### src/rtl/vdp_pkg.sv
// vdp_pkg: shared mode encodings, transparency index and default colour width for the VDP pixel path.
package vdp_pkg;
    localparam int         VDP_COLOR_W     = 4;
    localparam logic [1:0] VDP_MODE_GFX    = 2'd0;
    localparam logic [1:0] VDP_MODE_TEXT   = 2'd1;
    localparam logic [1:0] VDP_MODE_MULTI  = 2'd2;
    localparam int         VDP_TRANSPARENT = 0;
endpackage

### src/rtl/vdp_shift_slot.sv
// vdp_shift_slot: one pattern word being serialised; steps pixels every HREP clocks
// and decodes the current colour index with transparent-to-backdrop substitution.
module vdp_shift_slot
    import vdp_pkg::*;
#(
    parameter int PAT_W    = 8,
    parameter int COLOR_W  = VDP_COLOR_W,
    parameter int HREP     = 3,
    parameter int TEXT_PIX = 6
) (
    input  logic               clk40m,
    input  logic               cpu_rst,
    input  logic               clear,
    input  logic               load,
    input  logic [PAT_W-1:0]   ld_pattern,
    input  logic [COLOR_W-1:0] ld_c1,
    input  logic [COLOR_W-1:0] ld_c0,
    input  logic [1:0]         ld_mode,
    input  logic [COLOR_W-1:0] backdrop,
    output logic               full,
    output logic               exhaust,
    output logic               pix_valid,
    output logic               pix_first,
    output logic [COLOR_W-1:0] pix_color
);
    localparam int PCW = $clog2(PAT_W + 1);
    localparam int HCW = $clog2(HREP + 1);

    logic               full_q, full_d;
    logic [PAT_W-1:0]   sr_q, sr_d;
    logic [COLOR_W-1:0] c1_q, c1_d, c0_q, c0_d, sel;
    logic [1:0]         mode_q, mode_d;
    logic [PCW-1:0]     pcnt_q, pcnt_d, npix;
    logic [HCW-1:0]     hcnt_q, hcnt_d;
    logic               hwrap, bit_on;

    always_comb begin
        npix      = (mode_q == VDP_MODE_TEXT) ? PCW'(TEXT_PIX) : PCW'(PAT_W);
        hwrap     = hcnt_q == HCW'(HREP - 1);
        exhaust   = full_q && hwrap && pcnt_q == npix - PCW'(1);
        // Multicolour ignores the pattern: left colour for the first half of the word.
        bit_on    = (mode_q == VDP_MODE_MULTI) ? (pcnt_q < PCW'(PAT_W / 2)) : sr_q[PAT_W-1];
        sel       = bit_on ? c1_q : c0_q;
        full      = full_q;
        pix_valid = full_q;
        pix_first = full_q && hcnt_q == '0;
        pix_color = (!full_q || sel == COLOR_W'(VDP_TRANSPARENT)) ? backdrop : sel;
        full_d    = full_q;
        sr_d      = sr_q;
        c1_d      = c1_q;
        c0_d      = c0_q;
        mode_d    = mode_q;
        pcnt_d    = pcnt_q;
        hcnt_d    = hcnt_q;
        if (clear || (exhaust && !load)) begin
            full_d = 1'b0;
            pcnt_d = '0;
            hcnt_d = '0;
        end else if (load) begin
            full_d = 1'b1;
            sr_d   = ld_pattern;
            c1_d   = ld_c1;
            c0_d   = ld_c0;
            mode_d = ld_mode;
            pcnt_d = '0;
            hcnt_d = '0;
        end else if (full_q) begin
            hcnt_d = hwrap ? '0 : hcnt_q + HCW'(1);
            pcnt_d = hwrap ? pcnt_q + PCW'(1) : pcnt_q;
            sr_d   = hwrap ? sr_q << 1 : sr_q;
        end
    end

    always_ff @(posedge clk40m or posedge cpu_rst) begin
        if (cpu_rst) begin
            full_q <= 1'b0;
            sr_q   <= '0;
            c1_q   <= '0;
            c0_q   <= '0;
            mode_q <= VDP_MODE_GFX;
            pcnt_q <= '0;
            hcnt_q <= '0;
        end else begin
            full_q <= full_d;
            sr_q   <= sr_d;
            c1_q   <= c1_d;
            c0_q   <= c0_d;
            mode_q <= mode_d;
            pcnt_q <= pcnt_d;
            hcnt_q <= hcnt_d;
        end
    end
endmodule

### src/rtl/vdp_shift_pipe.sv
// vdp_shift_pipe: two-slot prefetching pattern shifter turning fetch words into per-clock
// colour indices, with flush on line_start and underrun detection.
module vdp_shift_pipe
    import vdp_pkg::*;
#(
    parameter int PAT_W    = 8,
    parameter int COLOR_W  = VDP_COLOR_W,
    parameter int HREP     = 3,
    parameter int TEXT_PIX = 6
) (
    input  logic                 clk40m,
    input  logic                 cpu_rst,
    input  logic                 line_start,
    input  logic                 in_valid,
    output logic                 in_ready,
    input  logic [PAT_W-1:0]     in_pattern,
    input  logic [2*COLOR_W-1:0] in_color,
    input  logic [1:0]           in_mode,
    input  logic [COLOR_W-1:0]   text_fg,
    input  logic [COLOR_W-1:0]   text_bg,
    input  logic [COLOR_W-1:0]   backdrop,
    output logic [COLOR_W-1:0]   pix_color,
    output logic                 pix_valid,
    output logic                 pix_first,
    output logic                 underrun
);
    logic               stg_full_q, stg_full_d, armed_q, armed_d;
    logic [PAT_W-1:0]   stg_pat_q, stg_pat_d, ld_pat;
    logic [COLOR_W-1:0] stg_c1_q, stg_c1_d, stg_c0_q, stg_c0_d, ld_c1, ld_c0, in_c1, in_c0, slot_color;
    logic [1:0]         stg_mode_q, stg_mode_d, ld_mode;
    logic               acc, direct, xfer, act_full, act_exhaust;

    always_comb begin
        in_ready   = !cpu_rst && !stg_full_q && !line_start;
        acc        = in_valid && in_ready;
        direct     = acc && (!act_full || act_exhaust);
        xfer       = act_exhaust && stg_full_q;
        // Text colours come from the side inputs, sampled here at accept.
        in_c1      = (in_mode == VDP_MODE_TEXT) ? text_fg : in_color[2*COLOR_W-1:COLOR_W];
        in_c0      = (in_mode == VDP_MODE_TEXT) ? text_bg : in_color[COLOR_W-1:0];
        ld_pat     = xfer ? stg_pat_q : in_pattern;
        ld_c1      = xfer ? stg_c1_q : in_c1;
        ld_c0      = xfer ? stg_c0_q : in_c0;
        ld_mode    = xfer ? stg_mode_q : in_mode;
        stg_full_d = line_start ? 1'b0 : (acc && !direct) ? 1'b1 : xfer ? 1'b0 : stg_full_q;
        stg_pat_d  = (acc && !direct) ? in_pattern : stg_pat_q;
        stg_c1_d   = (acc && !direct) ? in_c1 : stg_c1_q;
        stg_c0_d   = (acc && !direct) ? in_c0 : stg_c0_q;
        stg_mode_d = (acc && !direct) ? in_mode : stg_mode_q;
        armed_d    = line_start ? 1'b0 : acc ? 1'b1 : armed_q;
        underrun   = act_exhaust && armed_q && !stg_full_q && !acc && !line_start;
        pix_color  = cpu_rst ? '0 : slot_color;
    end

    always_ff @(posedge clk40m or posedge cpu_rst) begin
        if (cpu_rst) begin
            stg_full_q <= 1'b0;
            stg_pat_q  <= '0;
            stg_c1_q   <= '0;
            stg_c0_q   <= '0;
            stg_mode_q <= VDP_MODE_GFX;
            armed_q    <= 1'b0;
        end else begin
            stg_full_q <= stg_full_d;
            stg_pat_q  <= stg_pat_d;
            stg_c1_q   <= stg_c1_d;
            stg_c0_q   <= stg_c0_d;
            stg_mode_q <= stg_mode_d;
            armed_q    <= armed_d;
        end
    end

    vdp_shift_slot #(
        .PAT_W    (PAT_W),
        .COLOR_W  (COLOR_W),
        .HREP     (HREP),
        .TEXT_PIX (TEXT_PIX)
    ) u_active (
        .clk40m     (clk40m),
        .cpu_rst    (cpu_rst),
        .clear      (line_start),
        .load       (direct || xfer),
        .ld_pattern (ld_pat),
        .ld_c1      (ld_c1),
        .ld_c0      (ld_c0),
        .ld_mode    (ld_mode),
        .backdrop   (backdrop),
        .full       (act_full),
        .exhaust    (act_exhaust),
        .pix_valid  (pix_valid),
        .pix_first  (pix_first),
        .pix_color  (slot_color)
    );
endmodule

### config.mk
export PLATFORM = sky130hd
export DESIGN_NAME = vdp_shift_pipe
export DESIGN_NICKNAME = d
export VERILOG_FILES = /design/src/rtl/vdp_pkg.sv /design/src/rtl/vdp_shift_slot.sv /design/src/rtl/vdp_shift_pipe.sv
export SDC_FILE = /design/constraint.sdc
export NUM_CORES = 1
export LEC_CHECK = 0
export CAP_MARGIN = 30
export CORE_ASPECT_RATIO = 1.75
export CORE_MARGIN = 2
export CORE_UTILIZATION = 40
export DETAILED_ROUTE_END_ITERATION = 16
export PLACE_DENSITY = 0.65
export REMOVE_ABC_BUFFERS = 1
export SYNTH_ARGS = -nofsm -noshare
export SYNTH_HDL_FRONTEND = slang
export SYNTH_SLANG_ARGS = --single-unit
### constraint.sdc
create_clock -name clk40m -period 2.1 [get_ports clk40m]
set_input_delay 0.42 -clock clk40m [delete_from_list [all_inputs] [get_ports clk40m]]
set_output_delay 0.42 -clock clk40m [all_outputs]
set_load 0.05 [all_outputs]
==> impl_metrics.toml <==
[route]
wire_per_inst_um = 14.77
drt_first_pass_iters = 4
vias = 1958
via_per_inst = 5.099
remaining_drc_errors = 0
ant_nets = 0
drt_iter0_markers = 63
routed_wl_um = 5672

[worst_hold_path]
hold_class = "flop to flop"
min_from = "stg_pat_q[5]"
whs_path_depth = 1
whs_endpoint = "stg_pat_q[5]"

[placement]
post-place-ws_ps = -233.5
dp_hpwl_um = 4330
numPortBuffers = 41
gp_congestion = 0.7919

[logic_synthesis]
synth_fa_ha_area_share_pct = 0.4960
yosysTopAreaCell = "dfrtp_1"
synth.most_common_cell = "dfrtp_1"
synth_edf_count = 0
synth.cell_area_um2 = 2522
synthArstFlopShare_pct = 100.0
seq_area_frac_synth_pct = 44.64
synth.mux.area_fraction_pct = 19.49
synth_top_area_share_pct = 44.64
synthTopCellsByArea = "dfrtp_1, mux2i_1, mux2_2, nor2_1, a21oi_1"
synth-xor-area-share_pct = 2.480
synth_top_family_by_area = "multiplexers"
synthCells = 227
ys_ff_latch = 45
synth_compound_area_share_pct = 13.94
synth_simple_gate_area_share_pct = 12.40
yosys_most_used_dff = "dfrtp_1"
yosys_warnings = 0
ys_types = 49
syn_avg_cell_area_um2 = 11.11
ys_top_cells_by_count = "dfrtp_1, mux2i_1, nor2_1"

[power]
p_sw_w = 0.0006501
finalPower_w = 0.002378
leakagePower_nw = 1.623
clockPowerShare_pct = 28.8
pwr-share-comb_pct = 25.6
power.share.sequential_pct = 45.6
p_sw_share_pct = 27.34
p_int_w = 0.001728
vdd_ir_drop_max_mv = 0.3929
p_per_area_nw_per_um2 = 669.6

[clocking]
cts_sinks = 45
clk_latency_ps = 300
cts-root-buf = "clkbuf_8"
htreeDepth = 2
path_clk_slew_ps = 80
cts_made_buffers = 5
cts_tree = "done"
clock_path_buffers = 2

[cells_and_area]
layout-drive-gt1-share_pct = 32.24
antenna_cells = 0
area_growth_pct = 40.77
fin_util_pct = 57.89
num-nets-final = 338
multi_input_area_um2 = 1325
fillCellCount = 508
regArea_um2 = 1126

[global_routing]
grt_pass1_vias = 1975
grt_overflow = 0
grt_pass1_wl_um = 9308
grt_max_degree = 46
antenna_found_initial = 0
grt_use_total_pct = 17.31

[die]
die_h_um = 109.1
core-area_um2 = 6133
dieArea_um2 = 6982
die_width_um = 64.03
rows = 38
initial_core_util_pct = 41.13
pin_count = 42

[flow_run]
cap_viol_max_count = 0

[setup_path]
critical_path_depth = 7
arrival_ps = 2100
reg2reg_slack_ps = 100
critical_path_required_ps = 1680
criticalPathCategory = "flop to primary output"
critPathBufInv = 2
reg2reg_depth = 6
critical-path-slowest-cell = "or4b_4"
cpLargestDelayFamily = "simple AND/OR/NAND/NOR gates"
path_cells = "or4b_4 > o21a_4 > buf_6 > mux2i_1 > a22oi_1 > nor2_1 > clkbuf_16"
critical_path.max_fanout = 4
slowest_delay_ps = 560
r2r-start = "u_active.hcnt_q[0]"
start_kind = "flop"
cp-end-kind = "primary output"
r2r-end = "u_active.mode_q[1]"

[sta]
setup_violations = 5
max_freq_mhz = 396.1
tightest_slew_ps = 570.2
rsz0062_at_grt = "yes"
slew_headroom_pct = 61.99
setup_ws_ps = -424.4
hold_violations = 0
min_period_ps = 2524
fin_worst_skew_ps = 8.555
drv_slew = 0
period_share_pct = 120.2

[status]
status = "finished, violations left"
violations = "negative setup slack"
[stage by stage]
| step | TNS (ps) | cells | hold slack (ps) | cell area, um^2 |
|---|---|---|---|---|
| after CTS | -2041 | 383 | 512.3 | 3475 |
| after detailed placement | -8230 | 370 | 494.3 | 3271 |
| after global placement | -6957 | 370 | 484.1 | 3271 |
| after floorplan | -18070 | 215 | 444.5 | 2425 |
| final | -1723 | 384 | 510.5 | 3551 |
| after global routing | -2253 | 384 | 529.4 | 3551 |
[layout make-up]
type	instances	area share, %
Clock buffer	6	2.326
Clock inverter	2	1.057
Inverter	18	1.903
Multi-Input combinational cell	152	37.31
Sequential cell	45	31.71
Tap cell	80	2.819
Timing Repair Buffer	81	22.87
[layer usage]
layer / part of all wire, % / global-route usage (%) / up-vias
met3: 3.7 / 2.683 / 5
met4: 1.4 / 6.056 / 0
met5: 0 / 0 / -
li1: - / - / 957
met2: 55 / 31.77 / 39
met1: 39 / 20.09 / 957
[power by group through the flow]
stage	combinational [W]	clock [W]	sequential (W)
5_1_grt	0.000663	0.000736	0.00110
3_5_place_dp	0.000544	0	0.00110
6_report	0.000608	0.000685	0.00109
4_1_cts	0.000593	0.000700	0.00108
3_3_place_gp	0.000529	0	0.00109
2_1_floorplan	0.000322	0	0.00109
[how the worst max path moves through the flow]
stage	to	startpoint	slack, ps
finish	pix_color[2]	u_active.pcnt_q[3]	-420
CTS	pix_color[3]	u_active.mode_q[0]	-470
global route	pix_color[2]	u_active.pcnt_q[3]	-510
global placement	stg_pat_q[0]	cpu_rst	-230
floorplan	underrun	u_active.full	-1710
detailed placement	stg_pat_q[1]	cpu_rst	-230
[cell families (layout without fill, tap and decap cells)]
group           after synthesis  after routing
xor+xnor                      5              5
simple gates                 54             54
fa+ha+maj                     1              1
buf+inv                      30            107
compound gates               45             45
mux                          47             47
flops                        45             45
[cells in the final DEF (no fill, tap or decap), types with 2 or more instances in the layout]
cell type | netlist | routed
dfrtp_1 | 45 | 45
buf_4 | 2 | 37
clkdlybuf4s50_1 | 0 | 33
mux2i_1 | 30 | 30
nor2_1 | 26 | 24
inv_1 | 18 | 17
a21oi_1 | 16 | 16
mux2_2 | 16 | 16
a31oi_1 | 7 | 7
nand2_1 | 7 | 7
clkbuf_8 | 0 | 6
buf_12 | 0 | 6
a221oi_1 | 7 | 5
nor2b_1 | 3 | 3
a22oi_1 | 3 | 3
buf_6 | 4 | 3
nor3_4 | 1 | 2
a21o_1 | 2 | 2
nor3b_1 | 2 | 2
or4b_4 | 1 | 2
a221oi_2 | 0 | 2
nor2_2 | 0 | 2
xnor2_1 | 2 | 2
clkbuf_16 | 0 | 2
[worst reg2reg max path: stages, from the launching register on]
cell	delay, ps
dfrtp_1	410
and3b_2	280
buf_4	170
and4_2	280
nand2_2	130
mux2_1	370
mux2_2	270
[flip-flops by register name, indices dropped and copies added, names as in the netlist, 4 cells and up]
register / flops
stg_pat_q: 8
u_active.sr_q: 8
stg_c0_q: 4
stg_c1_q: 4
u_active.c0_q: 4
u_active.c1_q: 4
u_active.pcnt_q: 4
[timing repair]
item	CTS	global route
setup buffers	5	1
hold buffers	0	0
setup endpoints to repair	5	22
resized for setup	9	14
pin swaps	6	7
Note: power is estimated with default switching activity, not from simulation.
